**src/rtl/x_matvec_engine_pkg.sv**
```systemverilog
// Shared constants, FSM state encoding and the issue tag carried alongside
// each outstanding read of the x buffer / coefficient ROM.
package x_matvec_engine_pkg;

    localparam int N_ELEM = 32;
    localparam int ADDR_W = 5;
    localparam int DATA_W = 8;
    localparam int N_ROWS = 4;
    localparam int ROW_W  = 2;
    localparam int RD_LAT = 2;
    localparam int PROD_W = 2 * DATA_W;
    localparam int ACC_W  = 2 * DATA_W + ADDR_W;

    typedef enum logic [1:0] {
        IDLE  = 2'd0,
        ISSUE = 2'd1,
        DRAIN = 2'd2,
        DONE  = 2'd3
    } state_t;

    typedef struct packed {
        logic             valid;
        logic             first;
        logic             last;
        logic [ROW_W-1:0] row;
    } tag_t;

    function automatic logic [ACC_W-1:0] widen_prod(input logic [PROD_W-1:0] p);
        return {{(ACC_W - PROD_W){1'b0}}, p};
    endfunction

endpackage

```
**src/rtl/x_matvec_engine_if.sv**
```systemverilog
// Bus between the matvec engine and its environment: x buffer, coefficient
// ROM and result stream.
interface x_matvec_engine_if;
    import x_matvec_engine_pkg::*;

    logic                    x_ready;
    logic [ADDR_W-1:0]       x_addr;
    logic [DATA_W-1:0]       x_data;
    logic [ROW_W+ADDR_W-1:0] coef_addr;
    logic [DATA_W-1:0]       coef_data;
    logic [ACC_W-1:0]        result;
    logic                    result_valid;
    logic [ROW_W-1:0]        result_row;
    logic                    done;

    modport master (
        input  x_ready, x_data, coef_data,
        output x_addr, coef_addr, result, result_valid, result_row, done
    );

    modport slave (
        output x_ready, x_data, coef_data,
        input  x_addr, coef_addr, result, result_valid, result_row, done
    );

endinterface

```
**src/rtl/x_matvec_engine_mac_accumulator.sv**
```systemverilog
// Multiply-accumulate stage: loads on the first element of a row, adds
// otherwise, and publishes the row sum with a one-cycle strobe on the last.
module x_matvec_engine_mac_accumulator
    import x_matvec_engine_pkg::*;
(
    input  logic              clk,
    input  logic              reset_n,
    input  tag_t              tag,
    input  logic [DATA_W-1:0] x_data,
    input  logic [DATA_W-1:0] coef_data,
    output logic [ACC_W-1:0]  result,
    output logic              result_valid,
    output logic [ROW_W-1:0]  result_row
);

    logic [PROD_W-1:0] prod;
    logic [ACC_W-1:0]  sum;
    logic [ACC_W-1:0]  acc_reg;
    logic [ACC_W-1:0]  result_reg;
    logic              result_valid_reg;
    logic [ROW_W-1:0]  result_row_reg;

    assign prod = PROD_W'(x_data) * PROD_W'(coef_data);
    assign sum  = acc_reg + widen_prod(prod);

    always_ff @(posedge clk or negedge reset_n) begin
        if (!reset_n) begin
            acc_reg          <= '0;
            result_reg       <= '0;
            result_valid_reg <= 1'b0;
            result_row_reg   <= '0;
        end else begin
            result_valid_reg <= 1'b0;
            if (tag.valid) begin
                // Loading on the first element avoids a separate clear cycle between rows.
                acc_reg <= tag.first ? widen_prod(prod) : sum;
                if (tag.last) begin
                    result_reg       <= sum;
                    result_row_reg   <= tag.row;
                    result_valid_reg <= 1'b1;
                end
            end
        end
    end

    assign result       = result_reg;
    assign result_valid = result_valid_reg;
    assign result_row   = result_row_reg;

endmodule

```
**src/rtl/x_matvec_engine.sv**
```systemverilog
// Matrix-vector engine: streams {row,k} addresses at one per cycle, tags each
// read through an RD_LAT-deep pipeline and accumulates one dot product per row.
module x_matvec_engine
    import x_matvec_engine_pkg::*;
(
    input logic               clk,
    input logic               reset_n,
    x_matvec_engine_if.master bus
);

    state_t            state_reg, state_next;
    logic [ADDR_W-1:0] k_reg, k_next;
    logic [ROW_W-1:0]  row_reg, row_next;
    logic              row_end;
    logic              last_row;
    tag_t              issue_tag;
    tag_t              tag_pipe [RD_LAT];
    logic [RD_LAT-2:0] pipe_valid;

    assign row_end  = (k_reg == ADDR_W'(N_ELEM - 1));
    assign last_row = (row_reg == ROW_W'(N_ROWS - 1));

    always_comb begin
        state_next = state_reg;
        k_next     = k_reg;
        row_next   = row_reg;
        case (state_reg)
            IDLE: begin
                if (bus.x_ready) state_next = ISSUE;
            end
            ISSUE: begin
                // Counters freeze on the final issue so the addresses hold afterwards.
                if (row_end && last_row) begin
                    state_next = DRAIN;
                end else begin
                    k_next = k_reg + 1'b1;
                    if (row_end) row_next = row_reg + 1'b1;
                end
            end
            DRAIN: begin
                // The last stage is consumed this cycle, so only earlier stages matter.
                if (pipe_valid == '0) state_next = DONE;
            end
            DONE: state_next = DONE;
            default: state_next = IDLE;
        endcase
    end

    always_ff @(posedge clk or negedge reset_n) begin
        if (!reset_n) begin
            state_reg <= IDLE;
            k_reg     <= '0;
            row_reg   <= '0;
        end else begin
            state_reg <= state_next;
            k_reg     <= k_next;
            row_reg   <= row_next;
        end
    end

    always_comb begin
        issue_tag       = '0;
        issue_tag.valid = (state_reg == ISSUE);
        issue_tag.first = (k_reg == '0);
        issue_tag.last  = row_end;
        issue_tag.row   = row_reg;
    end

    genvar gi;
    generate
        for (gi = 0; gi < RD_LAT; gi++) begin : g_tag
            if (gi == 0) begin : g_head
                always_ff @(posedge clk or negedge reset_n) begin
                    if (!reset_n) tag_pipe[gi] <= '0;
                    else          tag_pipe[gi] <= issue_tag;
                end
            end else begin : g_body
                always_ff @(posedge clk or negedge reset_n) begin
                    if (!reset_n) tag_pipe[gi] <= '0;
                    else          tag_pipe[gi] <= tag_pipe[gi-1];
                end
            end
            if (gi < RD_LAT - 1) begin : g_valid
                assign pipe_valid[gi] = tag_pipe[gi].valid;
            end
        end
    endgenerate

    x_matvec_engine_mac_accumulator u_mac (
        .clk          (clk),
        .reset_n      (reset_n),
        .tag          (tag_pipe[RD_LAT-1]),
        .x_data       (bus.x_data),
        .coef_data    (bus.coef_data),
        .result       (bus.result),
        .result_valid (bus.result_valid),
        .result_row   (bus.result_row)
    );

    assign bus.x_addr    = k_reg;
    assign bus.coef_addr = {row_reg, k_reg};
    assign bus.done      = (state_reg == DONE);

endmodule

```
**src/flat_wrapper.sv**
```systemverilog
// flat-port wrapper written by rule: the top's interface ports become plain ports
module x_matvec_engine_flat import x_matvec_engine_pkg::*;
  (clk, reset_n, bus_x_ready, bus_x_data, bus_coef_data, bus_x_addr, bus_coef_addr, bus_result, bus_result_valid, bus_result_row, bus_done);
  x_matvec_engine_if bus_i ();
  input logic clk;
  input logic reset_n;
  input wire logic [$bits(bus_i.x_ready)-1:0] bus_x_ready;
  input wire logic [$bits(bus_i.x_data)-1:0] bus_x_data;
  input wire logic [$bits(bus_i.coef_data)-1:0] bus_coef_data;
  output wire logic [$bits(bus_i.x_addr)-1:0] bus_x_addr;
  output wire logic [$bits(bus_i.coef_addr)-1:0] bus_coef_addr;
  output wire logic [$bits(bus_i.result)-1:0] bus_result;
  output wire logic [$bits(bus_i.result_valid)-1:0] bus_result_valid;
  output wire logic [$bits(bus_i.result_row)-1:0] bus_result_row;
  output wire logic [$bits(bus_i.done)-1:0] bus_done;
  assign bus_i.x_ready = bus_x_ready;
  assign bus_i.x_data = bus_x_data;
  assign bus_i.coef_data = bus_coef_data;
  assign bus_x_addr = bus_i.x_addr;
  assign bus_coef_addr = bus_i.coef_addr;
  assign bus_result = bus_i.result;
  assign bus_result_valid = bus_i.result_valid;
  assign bus_result_row = bus_i.result_row;
  assign bus_done = bus_i.done;
  x_matvec_engine u_core (.clk(clk), .reset_n(reset_n), .bus(bus_i));
endmodule
```
**config.mk**
```make
export PLATFORM = sky130hd
export DESIGN_NAME = x_matvec_engine_flat
export DESIGN_NICKNAME = d
export VERILOG_FILES = /design/src/rtl/x_matvec_engine_pkg.sv /design/src/rtl/x_matvec_engine_if.sv /design/src/rtl/x_matvec_engine_mac_accumulator.sv /design/src/rtl/x_matvec_engine.sv /design/src/flat_wrapper.sv
export SDC_FILE = /design/constraint.sdc
export NUM_CORES = 1
export LEC_CHECK = 0
export CELL_PAD_IN_SITES_DETAIL_PLACEMENT = 1
export CELL_PAD_IN_SITES_GLOBAL_PLACEMENT = 1
export CORE_MARGIN = 10
export CORE_UTILIZATION = 49
export DETAILED_ROUTE_END_ITERATION = 6
export GPL_ROUTABILITY_DRIVEN = 0
export GPL_TIMING_DRIVEN = 0
export HOLD_SLACK_MARGIN = 0.02
export PLACE_DENSITY = 0.85
export SETUP_SLACK_MARGIN = 0.2
export SYNTH_ARGS = -nofsm -noshare
export SYNTH_HDL_FRONTEND = slang
export SYNTH_SLANG_ARGS = --single-unit
```
**constraint.sdc**
```tcl
create_clock -name clk -period 5.6 [get_ports clk]
set_clock_uncertainty 0.1 [all_clocks]
set_input_delay 1.12 -clock clk [delete_from_list [all_inputs] [get_ports clk]]
set_output_delay 1.12 -clock clk [all_outputs]
set_load 0.03 [all_outputs]
```
==> results of run 1 <==
==> what timing repair did <==
action / CTS / global route
pin swaps: 73 / 59
setup buffers: 45 / 31
gates resized for setup: 188 / 99
setup endpoints to repair: 32 / 31
cloned: 0 / 0
==> per-stage QoR <==
stage,setup TNS (ns),worst slack [ns],utilization
4_1_cts,-6.73,-0.610,0.680
2_1_floorplan,-4.36,-0.703,-
3_5_place_dp,-37.12,-1.98,0.585
3_3_place_gp,-32.47,-1.80,0.585
5_1_grt,-20.19,-1.16,0.745
6_report,-19.03,-1.13,0.745
==> layer usage <==
metal | vias up | share of wire | global-route usage
li1 | 2417 | - | -
met1 | 3194 | 0.34 | 0.318
met2 | 586 | 0.48 | 0.523
met3 | 269 | 0.090 | 0.0653
met4 | 0 | 0.095 | 0.177
met5 | - | 0 | 0
==> worst max-delay path, delay by kind of cell <==
family                   cells  cell delay, ns
buffers and inverters        7            0.95
AO/OA/AOI/OAI                3            0.58
adder cells (fa/ha/maj)      6            2.67
multiplexers                 1            0.33
XOR/XNOR                     1            0.46
AND/OR/NAND/NOR              4            0.72
==> final timing paths <==
| kind | startpoint | endpoint | slack (ns) | cells after the start |
|---|---|---|---|---|
| max | bus_x_data[4] | u_core.u_mac.result[17] | -1.13 | 22 |
| min | u_core.pipe_valid | u_core.tag_pipe[4] | 0.28 | 0 |
| max reg2reg | u_core.u_mac.acc_reg[0] | u_core.u_mac.acc_reg[16] | 2.60 | 9 |
| min reg2reg | u_core.pipe_valid | u_core.tag_pipe[4] | 0.28 | 0 |
| max in group asynchronous | reset_n | u_core.u_mac.acc_reg[18] | 4.03 | 1 |
| min in group asynchronous | reset_n | u_core.tag_pipe[5] | 0.78 | 1 |
==> cells in the final DEF (no fill, tap or decap), drive strengths merged, types with 4 or more instances in the layout <==
cell and count:
ha 58, mux2i 4, nand4 8, buf 106, mux2 4, fa 37, o211ai 6, and2 57
xor2 7, o221ai 4, and3 4, clkbuf 23, or3 6, clkdlybuf4s50 38, inv 59, nand3 10
a31oi 10, a21o 15, a211oi 6, nand2 73, o21bai 4, a21oi 25, nor2 28, dfrtp 64
xnor2 21, o21a 6, o21ai 28, nor3 10
==> layout make-up <==
cell class              count  area [µm²]
plain buffers              25         156
fillers                  1126        2910
inverters                  59         221
repair buffers            131        1230
flip-flops and latches     64        1600
multi-input cells         473        4820
clock buffers              11         253
clock inverters             5        55.1
well taps                 143         179
==> cell families after synthesis <==
group,count (synthesis),share of synthesized area
mux,8,0.0149
buf+inv,84,0.0608
compound gates,137,0.167
simple gates,205,0.178
flops,64,0.280
fa+ha+maj,95,0.256
xor+xnor,28,0.0429
==> summary.md, run 1 <==
| Metric | Value |
|---|---|
| Area grow syn2layout | 48.9% |
| EDFF count, synth | 0 |
| Most numerous cell in the Yosys netlist | nand2_1 |
| Deepest level of the CTS H-tree | 3 |
| Top cells by area, synth | dfrtp_1 (28%), fa_1 (13%), ha_1 (13%) |
| Standard cell area after detailed placement | between 6000 and 7000 µm² |
| Buffers added on ports | 55 |
| Fin crit period | approximately 6.7 ns |
| Routed wirelength normalized by instance count | between 30 and 40 µm |
| Clock insertion delay at the later pin of the skew report | between 0.3 and 0.4 ns |
| Cell area after layout | approximately 8500 µm² |
| CP arrival | a little under 7 ns |
| Post-route insts no fill | 911 |
| Number of distinct library cells after synthesis | 58 |
| Result of the run | finished with violations |
| Net count after synthesis | 735 |
| Number of placed instances with taps included | 819 |
| Maximum fanout along the worst path | 6 |
| TritonCTS clock tree | built |
| Slowest stage delay, CP | about 0.6 ns |
| Post-synthesis instance total | between 600 and 700 |
| Required time of the critical path | 5.70 ns |
| Post-cts hold buffer count | 0 |
| Critical-path cell with the highest stage delay | fa_1 |
| Clock-pin slew on the worst setup and hold paths | approximately 0.050 ns |
| Number of clock buffers inserted by TritonCTS | 9 |
| IO Count | 56 |
| Proportion of synthesized chip area in sequential cells | 0.280 |
| Class of the tightest hold or removal check | flip-flop to flip-flop |
| Final setup violation count | 24 |
| Initial antenna violation count | 0 |
| Most common flop cell mapped by yosys | dfrtp_1 |
| Worst-case hold slack | between 0.2 and 0.3 ns |
| Clock tree buffer depth | 2 |
| Layout Nets | just under 900 |
| Detailed Place HPWL | 12.9 mm |
| Area share of the leading cell type in the synthesized netlist | 0.280 |
| Total congestion overflow | 0 |
| Maximum number of pins on one net before global-route repair | 65 |
| Hold violation count in the final report | 0 |
| Worst setup margin | -1.13 ns |
| Vertical extent of the die | approximately 130 µm |
| Type of origin of the critical path | input port |
| Final Routed Wirelength | ~33 mm |
| First-pass GRT wire length | between 30 and 40 mm |
| DRT antenna net count | 0 |
| Count of max-cap constraint violations | 0 |
| Row Count | 39 |
| Total global-route track usage | 0.297 |
| Die Outline Area | roughly 16000 µm² |
| RSZ-0062 raised after global routing | yes |
| Via Count | approximately 6500 |
| Via count of the first global-routing pass | between 6000 and 7000 |
| Antenna diode count | 0 |
| Remaining design rule violation count | 0 |
| Drt first pass iters | 5 |
| Relative slew slack | 0.394 |
| DR vias/cell | a little over 7 |
| Yosys reg bits | 64 |
| Final critical-path share of the clock period | 1.20 |
| Count of pins over their slew limit | 0 |
| Critical path endpoint category | flip-flop |
| Count of synthesis-stage warnings from yosys | 0 |
| Std-Cell Core Area | approximately 11000 µm² |
| Failing checks | setup timing |
| Fmax | around 0.15 GHz |
| Iteration-0 DRC count of the detailed router | roughly 830 |
| Class of the most critical setup path | input port to flip-flop |
| Synthesized area | about 5700 µm² |
| Overall die width | between 100 and 150 µm |
| Top cell types by occurrence after synthesis | nand2_1 (73), dfrtp_1 (64), inv_1 (59) |
| CTS Sinks | between 60 and 70 |
| Chain of cells forming the critical path | buf_12 -> buf_4 -> and2_1 -> fa_1 -> inv_1 -> fa_1 -> inv_1 -> fa_1 -> ha_1 -> ha_2 -> nand2_1 -> o21bai_1 -> a41oi_2 -> xnor2_2 -> ha_4 -> buf_4 -> and4_4 -> o211ai_1 -> buf_4 -> buf_6 -> mux2i_1 -> nand2_1 |
| Initial cell density of the core | 0.501 |
| Worst-margin pin slew | 0.909 ns |
| Average instance area after synthesis | about 9 µm² |
| Share of synthesized registers carrying an async set or reset | 1.00 |
| Root Buffer Master | clkbuf_16 |
| Cell type with the highest aggregate area in the netlist | dfrtp_1 |
| Layout cell share with drive strength beyond 1 | 0.348 |
Power of run 1 is left out: the tool's default activity adds up to more than one toggle a clock period on the data nets, which glitch-free logic cannot reach.
==> inputs of run 2 (changes only) <==
--- a/config.mk
+++ b/config.mk
@@ -7,6 +7,7 @@
 export LEC_CHECK = 0
 export CELL_PAD_IN_SITES_DETAIL_PLACEMENT = 1
 export CELL_PAD_IN_SITES_GLOBAL_PLACEMENT = 1
+export CORE_ASPECT_RATIO = 0.75
 export CORE_MARGIN = 10
 export CORE_UTILIZATION = 49
 export DETAILED_ROUTE_END_ITERATION = 6
@@ -15,6 +16,8 @@
 export HOLD_SLACK_MARGIN = 0.02
 export PLACE_DENSITY = 0.85
 export SETUP_SLACK_MARGIN = 0.2
+export SLEW_MARGIN = 5
 export SYNTH_ARGS = -nofsm -noshare
 export SYNTH_HDL_FRONTEND = slang
+export SYNTH_HIERARCHICAL = 1
 export SYNTH_SLANG_ARGS = --single-unit
==> summary.md, run 2 <==
| Metric | Value |
|---|---|
| Required time of the critical path | 5.75 ns (+0.05 ns) |
| Clock-pin slew on the worst setup and hold paths | 0.06 ns (about the same) |
| Number of placed instances with taps included | 761 (-7.1%) |
| Relative slew slack | 0.336 (-0.0583) |
| Maximum number of pins on one net before global-route repair | 65 (unchanged) |
| Overall die width | 143 µm (+11%) |
| Class of the tightest hold or removal check | flip-flop to flip-flop |
| Layout cell share with drive strength beyond 1 | 0.349 (+0.00162) |
| Detailed Place HPWL | 11.6 mm (-10%) |
| Via count of the first global-routing pass | 5857 (-9.8%) |
| Top cells by area, synth | dfrtp_1 (29%), fa_1 (13%), ha_1 (13%) |
| Total global-route track usage | 0.285 (-0.0118) |
| Simple-gate share of the synthesized area | 0.153 (-0.0250) |
| Top Metal Used | met4 |
| Number of distinct library cells after synthesis | 56 (-3.4%) |
| Worst-margin pin slew | 0.996 ns (+0.0875 ns) |
| Slack of the worst reg-to-reg path | 2.65 ns (+0.05 ns) |
| Yosys reg bits | 64 (unchanged) |
| Hold violation count in the final report | 0 (unchanged) |
| Most common flop cell mapped by yosys | dfrtp_1 |
| Layout Nets | 800 (-8.8%) |
| Top cell types by occurrence after synthesis | dfrtp_1 (64), and2_1 (58), ha_1 (58) |
| Class of the most critical setup path | input port to flip-flop |
| Total congestion overflow | 0 (unchanged) |
| Count of pins over their slew limit | 0 (unchanged) |
| Adder-cell share of the synthesized area | 0.265 (+0.00870) |
| TritonCTS clock tree | built |
| Post-synthesis instance total | 566 (-8.9%) |
| Routed wirelength normalized by instance count | 33.3 µm (-6.8%) |
| Met2 WL post-DR | 13.4 mm (-14%) |
| Remaining design rule violation count | 0 (unchanged) |
| Failing checks | setup timing |
| Fmax | 0.153 GHz (+3.2%) |
| First-pass GRT wire length | 35.1 mm (-7.2%) |
| Fin crit period | 6.52 ns (-0.211 ns) |
| Most common cell after layout, fill and taps aside | dfrtp_1 |
| Final critical-path share of the clock period | 1.17 (-0.0376) |
| Synthesized area | 5530 µm² (-3.3%) |
| Initial cell density of the core | 0.504 (+0.00276) |
| Post-synthesis compound-gate area fraction | 0.129 (-0.0378) |
| Antenna diode count | 0 (unchanged) |
| Std-Cell Core Area | 11000 µm² (-3.8%) |
| Maximum fanout along the worst path | 8 (+2) |
| Clock tree buffer depth | 2 (unchanged) |
| Buffers added on ports | 55 (unchanged) |
| Die Outline Area | 16000 µm² (-2.5%) |
| CP arrival | 6.68 ns (-0.16 ns) |
| Final Routed Wirelength | 27.7 mm (-15%) |
| Post-synthesis share of cell area spent on xor and xnor gates | 0.0538 (+0.0110) |
| Row Count | 33 (-15%) |
| Final setup violation count | 25 (+4.2%) |
| Clock insertion delay at the later pin of the skew report | 0.36 ns (about the same) |
| Number of clock buffers inserted by TritonCTS | 9 (unchanged) |
| Type of origin of the critical path | input port |
| Result of the run | finished with violations |
| Via Count | 5578 (-14%) |
| Vertical extent of the die | 112 µm (-13%) |
| Deepest level of the CTS H-tree | 3 (unchanged) |
| Count of synthesis-stage warnings from yosys | 6 (+6) |
| CTS Sinks | 64 (unchanged) |
| Critical path endpoint category | flip-flop |
| Most numerous cell in the Yosys netlist | dfrtp_1 |
| Area grow syn2layout | 43.8% |
| Net count after synthesis | 680 (-7.5%) |
| DRT antenna net count | 0 (unchanged) |
| Standard cell area after detailed placement | 6390 µm² (-4.3%) |
| Cell area after layout | 7950 µm² (-6.6%) |
| Cell type with the highest aggregate area in the netlist | dfrtp_1 |
| Iteration-0 DRC count of the detailed router | 527 (-37%) |
| Total routed wire length on the met1 layer | 10.3 mm (-6.7%) |
| Initial antenna violation count | 0 (unchanged) |
| RSZ-0062 raised after global routing | yes |
| Met3 routed wirelength | 2.00 mm (-32%) |
| DR vias/cell | 6.72 (-5.3%) |
| Post-route insts no fill | 830 (-8.9%) |
| Share of synthesized area spent on multiplexers | 0.0511 (+0.0363) |
| Proportion of synthesized chip area in sequential cells | 0.290 (+0.00951) |
| IO Count | 56 (unchanged) |
| Share of synthesized registers carrying an async set or reset | 1.00 (unchanged) |
| Area share of the leading cell type in the synthesized netlist | 0.290 (+0.00951) |
| Worst-case hold slack | 0.250 ns (-0.0287 ns) |
| Filler Cells Inserted | 1085 (-3.6%) |
| Average instance area after synthesis | 9.77 µm² (+6.1%) |
| Worst setup margin | -0.924 ns (+0.211 ns) |
| Most used cells in the layout excluding fill and tap cells | dfrtp_1 (64), and2_1 (51), inv_1 (49), buf_4 (47), ha_1 (39) |
| Count of max-cap constraint violations | 0 (unchanged) |
| EDFF count, synth | 0 (unchanged) |
| Dominant combinational cell family by area after synthesis | adder cells |
| Drt first pass iters | 4 (-1) |
| Post-cts hold buffer count | 0 (unchanged) |
| Pre-CTS WS | -1.88 ns (+0.0986 ns) |
| Root Buffer Master | clkbuf_16 |
## run 2: logic make-up after synthesis
kind of cell | Yosys count
flip-flops | 64
AND/OR/NAND/NOR | 162
AO/OA/AOI/OAI | 107
adder cells (fa/ha/maj) | 95
buffers and inverters | 78
multiplexers | 26
XOR/XNOR | 34
## run 2: repair_timing
item | 4_1_cts | 5_1_grt
endpoints found under the setup margin | 29 | 27
pin swaps | 49 | 65
setup buffers | 33 | 21
gates resized for setup | 182 | 88
## run 2: worst max-delay path: stages
cell,delay (ns)
buf_6,0.14
nand2_2,0.08
fa_1,0.47
fa_1,0.54
inv_1,0.07
fa_1,0.52
inv_2,0.06
fa_1,0.50
inv_2,0.08
ha_4,0.25
o21ai_2,0.09
nor2_2,0.08
o21a_4,0.24
buf_6,0.12
nor4_4,0.23
nor2_1,0.13
xor2_1,0.31
ha_2,0.40
nand3_4,0.09
nor2_4,0.05
a211oi_2,0.25
o31ai_4,0.16
buf_4,0.18
a211oi_2,0.29
o21ai_1,0.14
o31ai_1,0.08
## run 2: per-stage QoR
stage / TNS (ns) / util
finish: -18.12 / 0.724
global route: -19.54 / 0.724
CTS: -7.52 / 0.671
detailed placement: -37.22 / 0.582
global placement: -31.47 / 0.582
floorplan: -2.53 / -
## run 2: area by class of cell
type,count,area (µm²),share of cell area
Buffer,20,116,0.0146
Inverter,58,218,0.0274
Multi-Input combinational cell,424,4470,0.563
Timing Repair Buffer,109,1060,0.133
Clock inverter,3,40.0,0.00504
Sequential cell,64,1600,0.201
Clock buffer,12,267,0.0335
Tap cell,140,175,0.0220
## run 2: worst paths after layout
path | depth (start not counted) | endpoint | from
setup / recovery | 26 | u_core/u_mac/acc_reg[19] | bus_x_data[3]
min in group asynchronous | 1 | u_core/u_mac/result[18] | reset_n
hold / removal | 0 | u_core/tag_pipe[0] | u_core/tag_pipe[5]
max in group asynchronous | 1 | u_core/row_reg[0] | reset_n
hold reg to reg | 0 | u_core/tag_pipe[0] | u_core/tag_pipe[5]
setup reg to reg | 10 | u_core/u_mac/acc_reg[14] | u_core/u_mac/acc_reg[0]
## run 2: routing by layer
metal / GRT usage / vias up
met5: 0 / -
met4: 0.118 / 0
met3: 0.0679 / 172
met2: 0.502 / 408
met1: 0.324 / 2863
li1: - / 2135
Power of run 2 is left out for the same reason.
